--- src/rtl/clk_tick_gen_pkg.sv ---
// Shared definitions for the tick generator: scheduler state encodings,
// default counter-bit selects and a bit-pick helper used by the channels.
package clk_tick_gen_pkg;

   typedef enum logic [1:0] {
      ST_PRIME = 2'd0,
      ST_RUN   = 2'd1,
      ST_HOLD  = 2'd2
   } state_t;

   localparam int CNT_W    = 8;
   localparam int FCNT_W   = 16;
   localparam int SEL_W    = 5;
   localparam int DIV_W    = 32;

   // Channel 0 watches bit 2, channel 3 watches bit 24.
   localparam logic [19:0] SEL_DEFAULT = {5'd24, 5'd20, 5'd16, 5'd2};

   function automatic logic sel_bit(input logic [DIV_W-1:0] v,
                                    input logic [SEL_W-1:0] idx);
      return v[idx];
   endfunction

endpackage

--- src/rtl/clk_tick_gen_edge_strobe.sv ---
// One strobe channel: registered rising-edge detector on a single counter bit,
// with a combinational rise output for same-cycle consumers.
module edge_strobe (
   input  logic clk,
   input  logic rst_n,
   input  logic en_prime,
   input  logic bit_in,
   output logic stb,
   output logic rise
);

   logic prev;

   // While priming, prev still captures the bit so a bit already high at
   // reset release is never mistaken for an edge.
   assign rise = bit_in & ~prev & ~en_prime;

   always_ff @(posedge clk or negedge rst_n) begin
      if (!rst_n) begin
         prev <= 1'b0;
         stb  <= 1'b0;
      end else begin
         prev <= bit_in;
         stb  <= rise;
      end
   end

endmodule

--- src/rtl/clk_tick_gen.sv ---
// Turns selected clk_div bits into single-cycle enable strobes and schedules
// frame_tick every `period` frame-channel strobes, with pause and frame count.
module clk_tick_gen
   import clk_tick_gen_pkg::*;
#(
   parameter int                  NCH      = 4,
   parameter logic [5*NCH-1:0]    SEL      = SEL_DEFAULT,
   parameter int                  FRAME_CH = 3
) (
   input  logic              clk,
   input  logic              rst_n,
   input  logic [DIV_W-1:0]  clk_div,
   input  logic [CNT_W-1:0]  period,
   input  logic              pause,
   output logic [NCH-1:0]    stb,
   output logic              frame_tick,
   output logic [FCNT_W-1:0] frame_cnt
);

   localparam logic [NCH-1:0] FRAME_MASK = NCH'(1) << FRAME_CH;

   state_t              state;
   logic [CNT_W-1:0]    cnt;
   logic [FCNT_W-1:0]   frame_cnt_q;
   logic [NCH-1:0]      rise;
   logic                prime;
   logic                frame_evt;

   assign prime     = (state == ST_PRIME);
   assign frame_evt = |(rise & FRAME_MASK);
   assign frame_cnt = frame_cnt_q;

   for (genvar i = 0; i < NCH; i++) begin : g_ch
      edge_strobe u_edge (
         .clk      (clk),
         .rst_n    (rst_n),
         .en_prime (prime),
         .bit_in   (sel_bit(clk_div, SEL[SEL_W*i +: SEL_W])),
         .stb      (stb[i]),
         .rise     (rise[i])
      );
   end

   // A frame event arriving in the same cycle pause rises is still handled in
   // RUN; the hold takes effect from the next cycle. cnt only moves on events.
   always_ff @(posedge clk or negedge rst_n) begin
      if (!rst_n) begin
         state       <= ST_PRIME;
         cnt         <= '0;
         frame_cnt_q <= '0;
         frame_tick  <= 1'b0;
      end else begin
         frame_tick <= 1'b0;
         case (state)
            ST_PRIME: state <= pause ? ST_HOLD : ST_RUN;
            ST_RUN: begin
               if (pause)
                  state <= ST_HOLD;
               if (frame_evt && (period != '0)) begin
                  if (cnt == '0) begin
                     frame_tick  <= 1'b1;
                     cnt         <= period - CNT_W'(1);
                     frame_cnt_q <= frame_cnt_q + FCNT_W'(1);
                  end else begin
                     cnt <= cnt - CNT_W'(1);
                  end
               end
            end
            ST_HOLD: begin
               if (!pause)
                  state <= ST_RUN;
            end
            default: state <= ST_PRIME;
         endcase
      end
   end

endmodule

--- config.mk ---
export PLATFORM = sky130hd
export DESIGN_NAME = clk_tick_gen
export DESIGN_NICKNAME = d
export VERILOG_FILES = /design/src/rtl/clk_tick_gen_pkg.sv /design/src/rtl/clk_tick_gen_edge_strobe.sv /design/src/rtl/clk_tick_gen.sv
export SDC_FILE = /design/constraint.sdc
export NUM_CORES = 1
export LEC_CHECK = 0
export BUFFER_PORTS_ARGS = -buffer_cell sky130_fd_sc_hd__buf_2
export CORE_MARGIN = 2
export CORE_UTILIZATION = 44
export CTS_CLUSTER_SIZE = 28
export DETAILED_ROUTE_END_ITERATION = 8
export PLACE_DENSITY = 0.76
export SYNTH_ARGS = -nofsm -noshare
export SYNTH_HDL_FRONTEND = slang
export SYNTH_SLANG_ARGS = --single-unit
--- constraint.sdc ---
create_clock -name clk -period 2.35 [get_ports clk]
set_input_delay 0.1175 -clock clk [delete_from_list [all_inputs] [get_ports clk]]
set_output_delay 0.1175 -clock clk [all_outputs]
set_load 0.05 [all_outputs]
==> impl_metrics.ini <==
[outcome]
status = completed

[drt]
viasPerCell = 5.34
drt-total-wl_um = 3700
post-route-drc-count = 0
avgRoutedWirePerCell_um = 13.5
drt_pass1_iterations = 4
ant_nets = 0
vias = 1469
drtIter0Drc = 78

[timing]
setup_viol = 0
relSlewSlack = 0.496
hold_viol = 0
worst_slew_pin_slew_ps = 756
fin_crit_ps = 2290
finalCritPeriodShare = 0.975
grt_setup_unrepaired = true
slew_viol_final = 0
fmax_mhz = 437
setup_slack_ps = 59.5
fin_skew_ps = 5.37

[cells_and_area]
final_cells = 275
drive_gt1_frac = 0.308
syn_to_final_growth_pct = 29.0
nets = 272
fillers = 334
diodes = 0

[synth]
syn_nets = 212
seq_area_frac_synth = 0.515
syn_area_per_cell_um2 = 10.2
synth_edf_count = 0
yosysWarnings = 0
async_flop_share = 1.00
synth.distinct_cells = 40
synth-seq-cells = 35
synth_ff_type = dfrtp_1
synthCells = 167
synth_area_mm2 = 0.00170

[floorplanning]
die_y_um = 66.1
ios = 64
die_x_um = 66.1
rows = 22
dieArea_mm2 = 0.00437
core-area_mm2 = 0.00369
initial_utilization = 0.461

[placement]
portBuffers = 35
gp_congestion = 0.922
post-place-ws_ps = -4.32
placedCellCount = 262
place_hpwl_um = 2830

[worst_hold_path]
hold_class = in -> reg
min_delay_path_depth = 3

[job]
drv_cap = 0

[clocking]
worstSkewPairLatency_ps = 280
clockRootBuffer = clkbuf_8
cts_tree = done
cts-htree-levels = 2
clk_pin_slew_ps = 70
cts_made_buffers = 5
clock_sinks = 35
clk_path_buf_depth = 2

[worst_setup_path]
crit_path_end_kind = register
worst_ep_required_time_ps = 2520
crit_path_frequent_cell = or4_1
reg2reg_depth = 6
path_cells = buf_4 > nor4_2 > nand2_4 > or4_1 > or4_1 > xnor2_1
startpoint_type = register
critical_path.slowest_cell = or4_1
path_delay_family = simple AND/OR/NAND/NOR gates
crit_type = reg -> reg
max_stage_delay_ps = 530
cp_num_cells = 6
worstPathArrival_ps = 2460
cp_max_fo = 5
critPathBufInv = 1

[grt]
antenna_found_initial = 0
grt_pass1_wl_um = 6350
grt_max_degree = 36
grt_pass1_vias = 1442
overflow = 0
track_usage = 0.191

[pwr]
clkPwrFrac = 0.208
p_switching_w = 0.000747
powerDensity_mw_per_mm2 = 937
total_power_w = 0.00205
p_int_w = 0.00131
combinationalPowerShare = 0.398
swShare = 0.363
vdd_drop_max_uv = 479
p_leak_nw = 1.03
pwr-share-seq = 0.394
## repair_timing
item / in CTS / in global routing
hold buffers: 6 / 0
resized for setup: 1 / 2
setup buffers: 0 / 0
setup endpoints to repair: 1 / 2
endpoints found under the hold margin: 40 / 0
## worst min-delay path, cell delays in order
cell and delay, ps:
buf_2 100, a21oi_1 60, nor2_1 100
## cell usage after synthesis (all sizes together), types with 3 or more instances
library cell / n / area (µm²)
dfrtp: 35 / 876
nand2: 19 / 78.8
nor2: 19 / 71.3
xnor2: 10 / 87.6
a21oi: 9 / 45.0
nand3: 7 / 35.0
nor3: 7 / 35.0
buf: 6 / 40.0
nor4: 6 / 58.8
nor3b: 5 / 37.5
o21ai: 5 / 25.0
xor2: 5 / 43.8
or4: 4 / 30.0
nor4b: 3 / 26.3
## area by class of cell
type / instances / area [µm²] / area share
clock inverter: 1 / 5.00 / 0.00228
sequential: 35 / 878 / 0.401
multi-input combinational: 122 / 773 / 0.353
timing repair buffer: 61 / 385 / 0.176
inverter: 2 / 7.51 / 0.00342
clock buffer: 6 / 82.6 / 0.0377
tap: 48 / 60.1 / 0.0274
## worst paths after layout
kind | start | slack [ps] | end
max in group asynchronous | rst_n | 1380 | cnt[7]
min | period[7] | 140 | cnt[7]
min reg2reg | g_ch[0].u_edge.prev | 400 | g_ch[0].u_edge.stb
max reg2reg | cnt[1] | 60 | frame_cnt[15]
min in group asynchronous | rst_n | 440 | g_ch[1].u_edge.stb
max | cnt[1] | 60 | frame_cnt[15]
## power by group through the flow
stage	logic, W	registers (W)	clock network (W)
after global placement	0.000780	0.000812	0
final	0.000818	0.000810	0.000427
after global routing	0.000907	0.000826	0.000467
after CTS	0.000815	0.000806	0.000439
after floorplan	0.000437	0.000837	0
after detailed placement	0.000797	0.000817	0
## cell usage in the layout (no fill, tap or decap), types with 2 or more instances in the layout
cell and n:
buf_4 20, nor3_1 6, clkbuf_8 6, a21oi_1 9, nand2_1 18, or4_1 4, nor3b_1 5, nor4_1 4
nand3_1 7, dlygate4sd3_1 6, ha_1 2, nor2_1 19, xor2_1 5, dfrtp_1 33, buf_2 35, xnor2_1 10
o21ai_0 5, or3_1 2, nand4_1 2, inv_1 2, dfrtp_2 2, nor4b_1 3
## sequential cells by signal, summed over array words and instances (netlist names)
name	cells
state	2
g_ch.u_edge.prev	4
frame_tick	1
cnt	8
frame_cnt	16
g_ch.u_edge.stb	4
## per-layer routing
| metal | share of wire | up-vias | wire length (µm) | track usage |
|---|---|---|---|---|
| li1 | - | 718 | - | - |
| met3 | 0.056 | 6 | 209 | 0.0562 |
| met5 | 0 | - | 0 | 0 |
| met2 | 0.49 | 40 | 1830 | 0.326 |
| met4 | 0.011 | 0 | 39 | 0.0638 |
| met1 | 0.44 | 705 | 1630 | 0.228 |
## through the flow
stage / TNS, ps / area, µm² / util / hold slack, ps
2_1_floorplan: 0 / 1700 / - / -178
3_3_place_gp: 0 / 2040 / 0.552 / 225
3_5_place_dp: -4.32 / 2040 / 0.552 / 233
4_1_cts: 0 / 2190 / 0.594 / 135
5_1_grt: -101 / 2190 / 0.594 / 146
6_report: 0 / 2190 / 0.594 / 137
## cell families after synthesis
family / Yosys count / share of synthesized area
buffers and inverters: 10 / 0.0324
muxes: 1 / 0.00663
adders and majority gates: 2 / 0.0147
AOI/OAI and AO/OA: 28 / 0.108
and+or+nand+nor: 76 / 0.246
xor gates and xnor gates: 15 / 0.0773
DFF: 35 / 0.515
Power figures use the tool's default switching activity.
